--- config.mk ---
export PLATFORM = sky130hd
export DESIGN_NAME = run_event_monitor
export DESIGN_NICKNAME = d
export VERILOG_FILES = /design/src/rtl/fsm_codes_pkg.sv /design/src/rtl/sat_counter.sv /design/src/rtl/run_event_monitor.sv
export SDC_FILE = /design/constraint.sdc
export NUM_CORES = 1
export LEC_CHECK = 0
export ABC_CLOCK_PERIOD_IN_PS = 3200
export CELL_PAD_IN_SITES_DETAIL_PLACEMENT = 0
export CELL_PAD_IN_SITES_GLOBAL_PLACEMENT = 1
export CORE_MARGIN = 2
export CORE_UTILIZATION = 39
export DETAILED_ROUTE_END_ITERATION = 12
export PLACE_DENSITY_LB_ADDON = 0.1
export SETUP_SLACK_MARGIN = 0.4
export SYNTH_ARGS = -nofsm -noshare
export SYNTH_HDL_FRONTEND = slang
export SYNTH_HIERARCHICAL = 1
export SYNTH_SLANG_ARGS = --single-unit
--- constraint.sdc ---
create_clock -name clk -period 3.2 [get_ports clk]
set_input_delay 0.64 -clock clk [delete_from_list [all_inputs] [get_ports clk]]
set_output_delay 0.64 -clock clk [all_outputs]
set_load 0.02 [all_outputs]
--- src/rtl/fsm_codes_pkg.sv ---
// State codes shared by the upstream run detector and the run event monitor.
// Codes at or above CODE_ILLEGAL_MIN never come out of a healthy detector.
package fsm_codes_pkg;

  typedef enum logic [3:0] {
    CODE_A = 4'd0,
    CODE_B = 4'd1,
    CODE_C = 4'd2,
    CODE_D = 4'd3,
    CODE_E = 4'd4,
    CODE_F = 4'd5,
    CODE_G = 4'd6,
    CODE_H = 4'd7,
    CODE_I = 4'd8
  } state_code_e;

  localparam logic [3:0] CODE_ILLEGAL_MIN = 4'd9;

  function automatic logic is_illegal(input logic [3:0] code);
    return code >= CODE_ILLEGAL_MIN;
  endfunction

endpackage

--- src/rtl/sat_counter.sv ---
// Saturating up-counter: clr_i zeroes the base value, inc_i adds one on top of it,
// so clr_i and inc_i together load 1. cnt_d_o exposes the value the next edge will store.
module sat_counter #(
  parameter int CNT_W = 8
) (
  input  logic             clk,
  input  logic             reset,
  input  logic             clr_i,
  input  logic             inc_i,
  output logic [CNT_W-1:0] cnt_o,
  output logic [CNT_W-1:0] cnt_d_o
);

  localparam logic [CNT_W-1:0] CNT_MAX = {CNT_W{1'b1}};
  localparam logic [CNT_W-1:0] CNT_ONE = {{(CNT_W-1){1'b0}}, 1'b1};

  logic [CNT_W-1:0] cnt_q;
  logic [CNT_W-1:0] base_d;
  logic [CNT_W-1:0] cnt_d;

  always_comb begin
    base_d = clr_i ? '0 : cnt_q;
    cnt_d  = (inc_i && (base_d != CNT_MAX)) ? (base_d + CNT_ONE) : base_d;
  end

  always_ff @(posedge clk) begin
    if (reset) begin
      cnt_q <= '0;
    end else begin
      cnt_q <= cnt_d;
    end
  end

  assign cnt_o   = cnt_q;
  assign cnt_d_o = cnt_d;

endmodule

--- src/rtl/run_event_monitor.sv ---
// Watches the run-detector state code and reports run entries, dwell time, maxima and
// illegal codes. z is registered once, the FSM and all outputs once more: two cycles in to out.
module run_event_monitor
  import fsm_codes_pkg::*;
#(
  parameter int CNT_W = 8
) (
  input  logic             clk,
  input  logic             reset,
  input  logic [3:0]       z,
  input  logic             clr,
  output logic             zero_evt,
  output logic             one_evt,
  output logic [CNT_W-1:0] zero_cnt,
  output logic [CNT_W-1:0] one_cnt,
  output logic [CNT_W-1:0] dwell,
  output logic [CNT_W-1:0] max_zero,
  output logic [CNT_W-1:0] max_one,
  output logic             err_evt,
  output logic             err_sticky
);

  typedef enum logic [1:0] {
    ST_IDLE = 2'd0,
    ST_ZRUN = 2'd1,
    ST_ORUN = 2'd2,
    ST_ERR  = 2'd3
  } mon_state_e;

  logic [3:0]       z_q;
  mon_state_e       state_q, state_d;
  logic             zero_evt_q, one_evt_q, err_evt_q, err_sticky_q;
  logic [CNT_W-1:0] max_zero_q, max_one_q;
  logic             run_d, hold_d, zero_entry_d, one_entry_d, err_d;
  logic [CNT_W-1:0] dwell_d;
  logic [CNT_W-1:0] zero_cnt_nxt_unused, one_cnt_nxt_unused;

  // Next state depends only on the registered code, so every state shares the same rules.
  always_comb begin
    state_d = ST_IDLE;
    if (z_q == CODE_E) begin
      state_d = ST_ZRUN;
    end else if (z_q == CODE_I) begin
      state_d = ST_ORUN;
    end else if (is_illegal(z_q)) begin
      state_d = ST_ERR;
    end
  end

  assign run_d        = (state_d == ST_ZRUN) || (state_d == ST_ORUN);
  assign hold_d       = run_d && (state_d == state_q);
  assign zero_entry_d = (state_d == ST_ZRUN) && (state_q != ST_ZRUN);
  assign one_entry_d  = (state_d == ST_ORUN) && (state_q != ST_ORUN);
  assign err_d        = (state_d == ST_ERR);

  // clr must win over a coincident event, so the increment is masked rather than combined.
  sat_counter #(.CNT_W(CNT_W)) u_zero_cnt (
    .clk     (clk),
    .reset   (reset),
    .clr_i   (clr),
    .inc_i   (zero_entry_d && !clr),
    .cnt_o   (zero_cnt),
    .cnt_d_o (zero_cnt_nxt_unused)
  );

  sat_counter #(.CNT_W(CNT_W)) u_one_cnt (
    .clk     (clk),
    .reset   (reset),
    .clr_i   (clr),
    .inc_i   (one_entry_d && !clr),
    .cnt_o   (one_cnt),
    .cnt_d_o (one_cnt_nxt_unused)
  );

  // Entering a run clears and increments in the same cycle, which loads 1.
  sat_counter #(.CNT_W(CNT_W)) u_dwell (
    .clk     (clk),
    .reset   (reset),
    .clr_i   (!hold_d),
    .inc_i   (run_d),
    .cnt_o   (dwell),
    .cnt_d_o (dwell_d)
  );

  always_ff @(posedge clk) begin
    if (reset) begin
      z_q          <= CODE_A;
      state_q      <= ST_IDLE;
      zero_evt_q   <= 1'b0;
      one_evt_q    <= 1'b0;
      err_evt_q    <= 1'b0;
      err_sticky_q <= 1'b0;
      max_zero_q   <= '0;
      max_one_q    <= '0;
    end else begin
      z_q        <= z;
      state_q    <= state_d;
      zero_evt_q <= zero_entry_d;
      one_evt_q  <= one_entry_d;
      err_evt_q  <= err_d;
      if (clr) begin
        err_sticky_q <= 1'b0;
        max_zero_q   <= '0;
        max_one_q    <= '0;
      end else begin
        if (err_d) begin
          err_sticky_q <= 1'b1;
        end
        if ((state_d == ST_ZRUN) && (dwell_d > max_zero_q)) begin
          max_zero_q <= dwell_d;
        end
        if ((state_d == ST_ORUN) && (dwell_d > max_one_q)) begin
          max_one_q <= dwell_d;
        end
      end
    end
  end

  assign zero_evt   = zero_evt_q;
  assign one_evt    = one_evt_q;
  assign err_evt    = err_evt_q;
  assign err_sticky = err_sticky_q;
  assign max_zero   = max_zero_q;
  assign max_one    = max_one_q;

endmodule

======== After elaboration in Yosys (flattened, before gate mapping) ========
Index checks and enable logic that the tools add are counted.
storage, ports and cells
  bits in registers ....................... 50
  bits in latches ......................... 0
  memory bits (writable) .................. 0
  ROM bits ................................ 0
  input bits .............................. 7
  output and inout bits ................... 44
  logic and storage cells ................. 50
  memories ................................ 0
cells by class
  add/subtract/negate cells ............... 3
  multipliers ............................. 0
  div/mod/pow operators ................... 0
  $lt $le $gt $ge ......................... 3
  eq/ne operators ......................... 11
  shifts and indexed selects .............. 0
  mux-type cells .......................... 9
  bitwise operators ....................... 0
  reduce and logical (&&, ||, !) cells .... 13
operator list
  operator                                              count
  two-way mux 8 bit                                     6
  adder 8 x 1 -> 8 bit (second input constant)          3
  != test 8 bit (second input constant)                 3
  greater-than comparator 8 bit                         2
  logical AND 1 bit                                     10
  two-way mux 2 bit                                     3
  equality test 2 bit (second input constant)           2
  equality test 4 x 3 -> 1 bit (second input constant)  1
  equality test 4 bit (second input constant)           1
  >= comparator 4 bit (second input constant)           1
  equality test 2 x 1 -> 1 bit (second input constant)  1
  equality test 2 bit                                   1
  != test 2 x 1 -> 1 bit (second input constant)        1
  != test 2 bit (second input constant)                 1
  OR reduction 2 bit                                    1
  logical NOT 1 bit                                     1
  logical OR 1 bit                                      1

======== Depth between registers and ports, before layout ========
  word-level depth ........................ 13
  depth in mapped cells ................... 14
  gate-level depth less buffers ........... 13

======== Cells and area by module ========
Netlist, hierarchy kept.
modules (own cells, without submodules)
  module             times used  cells an instance  area an instance (um2)  sequential area each (um2)
  run_event_monitor  1           154                1386.3                  520.5
  sat_counter        3           59                 459.2                   160.2

======== Worst setup path before layout ========
OpenSTA, ideal clock, no wires.
  path kind ............................... flip-flop to flip-flop
  start ................................... reg state_q[1]
  end ..................................... reg max_zero_q[0], in the netlist max_zero[0]
  setup time .............................. 72 ps
  data arrival time ....................... 2837 ps
  required time ........................... 3128 ps
  path slack .............................. 291 ps
  cell stages (with the launch flop) ...... 14
  path buffers ............................ 1
  period minus slack after synthesis ...... 2909 ps
  cell sequence ........................... dfxtp_1 nand2b_1 nor3b_1 o21ai_0 buf_6 nand2b_2 nor4_1 nor3_1 ha_1 nand2_1 o21a_1 and3_4 a211oi_4 mux2i_1
on the way
  word-level cells in the longest chain between the ends .. 8
  elaborated cells between the ends (all ways) .. 9
  those cells by class .................... 1 x add/sub; 1 x order compare; 2 x eq/ne; 2 x mux; 3 x reduce/logical
RTL lines
  what                                                          RTL line                  RTL
  from (decl)                                                   run_event_monitor.sv:31   mon_state_e state_q, state_d;
  from (signal assigned)                                        run_event_monitor.sv:97   state_q <= state_d;
  equality test 2 bit *                                         run_event_monitor.sv:51   assign hold_d = run_d && (state_d == state_q);
  logical AND 1 bit *                                           run_event_monitor.sv:51
  two-way mux 8 bit *                                           sat_counter.sv:22         base_d = clr_i ? '0 : cnt_q;
  branches (longest 2 deep; another with adder 8 x 1 -> 8 bit)  n/a
  two-way mux 8 bit *                                           sat_counter.sv:23         cnt_d = (inc_i && (base_d != CNT_MAX)) ? (base_d + CNT_ONE) : base_d;
  via dwell_d[6]                                                run_event_monitor.sv:35   logic [CNT_W-1:0] dwell_d;
  greater-than comparator 8 bit *                               run_event_monitor.sv:109  if ((state_d == ST_ZRUN) && (dwell_d > max_zero_q)) begin
  logical AND 1 bit *                                           run_event_monitor.sv:109
  to (signal assigned)                                          run_event_monitor.sv:110  max_zero_q <= dwell_d;
  to (decl)                                                     run_event_monitor.sv:33   logic [CNT_W-1:0] max_zero_q, max_one_q;
Mark *: on every way through the listed nets, which the timed path passes.
A chain may end at the register's enable or synchronous reset.

======== Worst setup path in the final report ========
  start ................................... reg state_q[0]
  end ..................................... reg max_zero_q[2], in the netlist max_zero[2]
Same word-level chain as after synthesis.

==> metrics.txt <==
I/O pins=51; Cell Pwr Density=297 nW/um2; Worst Setup SP=state_q[0]; diode count=0; Sequential Power Share=approximately three fifths; Peak VDD IR=0.175 mV; share of layout cells above drive strength 1=19.7%; Min-Delay Path Class=reg -> reg; Clk network pwr share=34.0%; initial core utilization=around 40%; total track usage=between 10% and 20%; drt wl/cell=14.0 um; Highest Clock Rate=0.347 GHz; Final Slew Violations=0; Skew-Pair Late Insertion Delay=300 ps; Max Buffers Root-to-Sink=2; TritonCTS clock tree=built; First-pass DRT Iterations=4; RSZ-0062 raised after global routing=yes; Static Leak=1.35 nW; syn_nets=about 330; Slew HR=56.2%; crit path cell chain=nand2b_4, nor3b_2, o21ai_2, and3b_2, buf_6, and3_4, a211oi_4, ha_1, a21oi_2, o21a_1, and3_4, a211oi_4, buf_6, mux2i_1; routability congestion estimate=~0.81; number of routed nets with antenna violations=0; Sw Ratio=between 20 and 25%; flop2flop setup slack=320 ps; Req. time, crit path=3440 ps; CP max stage delay=370 ps; Die Ht=86.6 um; Post-layout nets=398; die area=7490 um2; drt drc=0; R2R depth=14; Hold Vio Cnt, Final=0; Synth Area per Inst=~8.5 um2; post-layout utilization of the core=54.5%; Clock Skew=10.0 ps; CP Max Fanout=5; DRT iter0 DRCs=83; max cap viols=0; H-tree depth=2; Cell Area, Synth=2660 um2; Switch Pwr=262 uW; Comb pwr share=7.0%; status=completed; design internal power=820 uW; period utilisation layout=between 90% and 100%; global-route wire length before repair=10.5 mm; DR vias=2463; Core Area=6680 um2; hold buffers post-CTS=0; number of global-route vias before repair=between 2000 and 2500; clk slew on worst S/H paths=100 ps; CP startpoint kind=flop; Area Growth Syn to Fin=36.9%; post-route cell area=3640 um2; Port-buffer cells=50; grt ovf=0; die span in x=86.6 um; FF-to-FF End=max_zero[2]; CP endpoint=max_zero[2]; TNS Setup=0 ps; antenna violations before repair=0; FF-to-FF Start=state_q[0]; YS warnings=6; dpl cell area=3260 um2; Worst-Margin Slew=655 ps; minimum clock period=2880 ps; post-DP HPWL=4.54 mm; row cnt=30; crit end category=flop; routed vias/inst=between 5 and 6; Num CTS Buffers=5; Post-Syn Instances=about 310; pin count of the biggest net entering global routing=25; final hold slack=approximately 480 ps; CTS root buf=clkbuf_8; kind of critical path=reg -> reg; # setup viols final=0; Crit-path slowest cell=dfxtp_2; final WL=6.39 mm; Filler Cells Inserted=between 600 and 700; clock sinks=50; data arrival time of the worst path=3120 ps
## per-layer routing
| metal | up-vias | GRT usage [%] | wire [um] |
|---|---|---|---|
| met4 | 0 | 5.97 | 140 |
| li1 | 1235 | - | - |
| met3 | 14 | 3.24 | 243 |
| met2 | 61 | 29.2 | 3140 |
| met1 | 1153 | 22.3 | 2870 |
| met5 | - | 0 | 0 |
## placed cells by master, fill, tap and decap left out, types with 14 or more instances in the layout
cell type	instances
buf_4	16
nand2_1	37
a21oi_1	19
dfxtp_1	46
mux2i_1	16
inv_1	21
nor2_1	14
nor3_1	14
ha_1	14
clkdlybuf4s50_1	50
## worst min path at each step
stage / from / to / slack (ps) / cells after the start
2_1_floorplan: z_q[2] / state_q[0] / 480 / 2
3_3_place_gp: max_zero[7] / max_zero[7] / 470 / 2
3_5_place_dp: max_zero[7] / max_zero[7] / 470 / 2
4_1_cts: max_zero[7] / max_zero[7] / 480 / 2
5_1_grt: max_zero[3] / max_zero[3] / 500 / 2
6_report: max_zero[7] / max_zero[7] / 480 / 2
## repair_timing
action                                  CTS  global route
resized for setup                        23            18
cloned                                    0             0
setup buffers                             7             6
endpoints found under the setup margin   16            16
pin swaps                                 5             8
## power by group through the flow
stage	clock network, mW	registers [mW]	logic [mW]
detailed placement	0	0.650	0.0661
global placement	0	0.650	0.0667
global route	0.405	0.639	0.0839
finish	0.368	0.638	0.0758
CTS	0.382	0.637	0.0744
floorplan	0	0.652	0.0398
## final cells by class
class	count	area (um2)	share of cell area, %
Timing Repair Buffer	72	688	18.9
Inverter	21	78.8	2.17
Sequential cell	50	1010	27.6
Tap cell	80	100	2.75
Multi-Input combinational cell	225	1680	46.2
Clock inverter	2	13.8	0.378
Clock buffer	6	72.6	1.99
## registers in the layout, indices dropped and copies added (netlist names)
register          cells
u_one_cnt/cnt_o       8
err_sticky            1
err_evt               1
u_zero_cnt/cnt_o      8
z_q                   4
one_evt               1
max_one               8
u_dwell/cnt_o         8
state_q               2
max_zero              8
zero_evt              1
## worst max-delay path: cells and delay by family, from the launching register on
family,cells,cell delay [ps]
muxes,1,170
buffers and inverters,2,300
and+or+nand+nor,5,790
DFF,1,370
adders and majority gates,1,240
AOI/OAI and AO/OA,5,940
## metrics by stage
| stage | setup WS, ps | power [mW] | cells |
|---|---|---|---|
| floorplan | 411 | 0.692 | 311 |
| global placement | 313 | 0.717 | 435 |
| detailed placement | 237 | 0.716 | 435 |
| CTS | 408 | 1.09 | 450 |
| global route | 188 | 1.13 | 456 |
| finish | 316 | 1.08 | 456 |
Power figures use the tool's default switching activity.
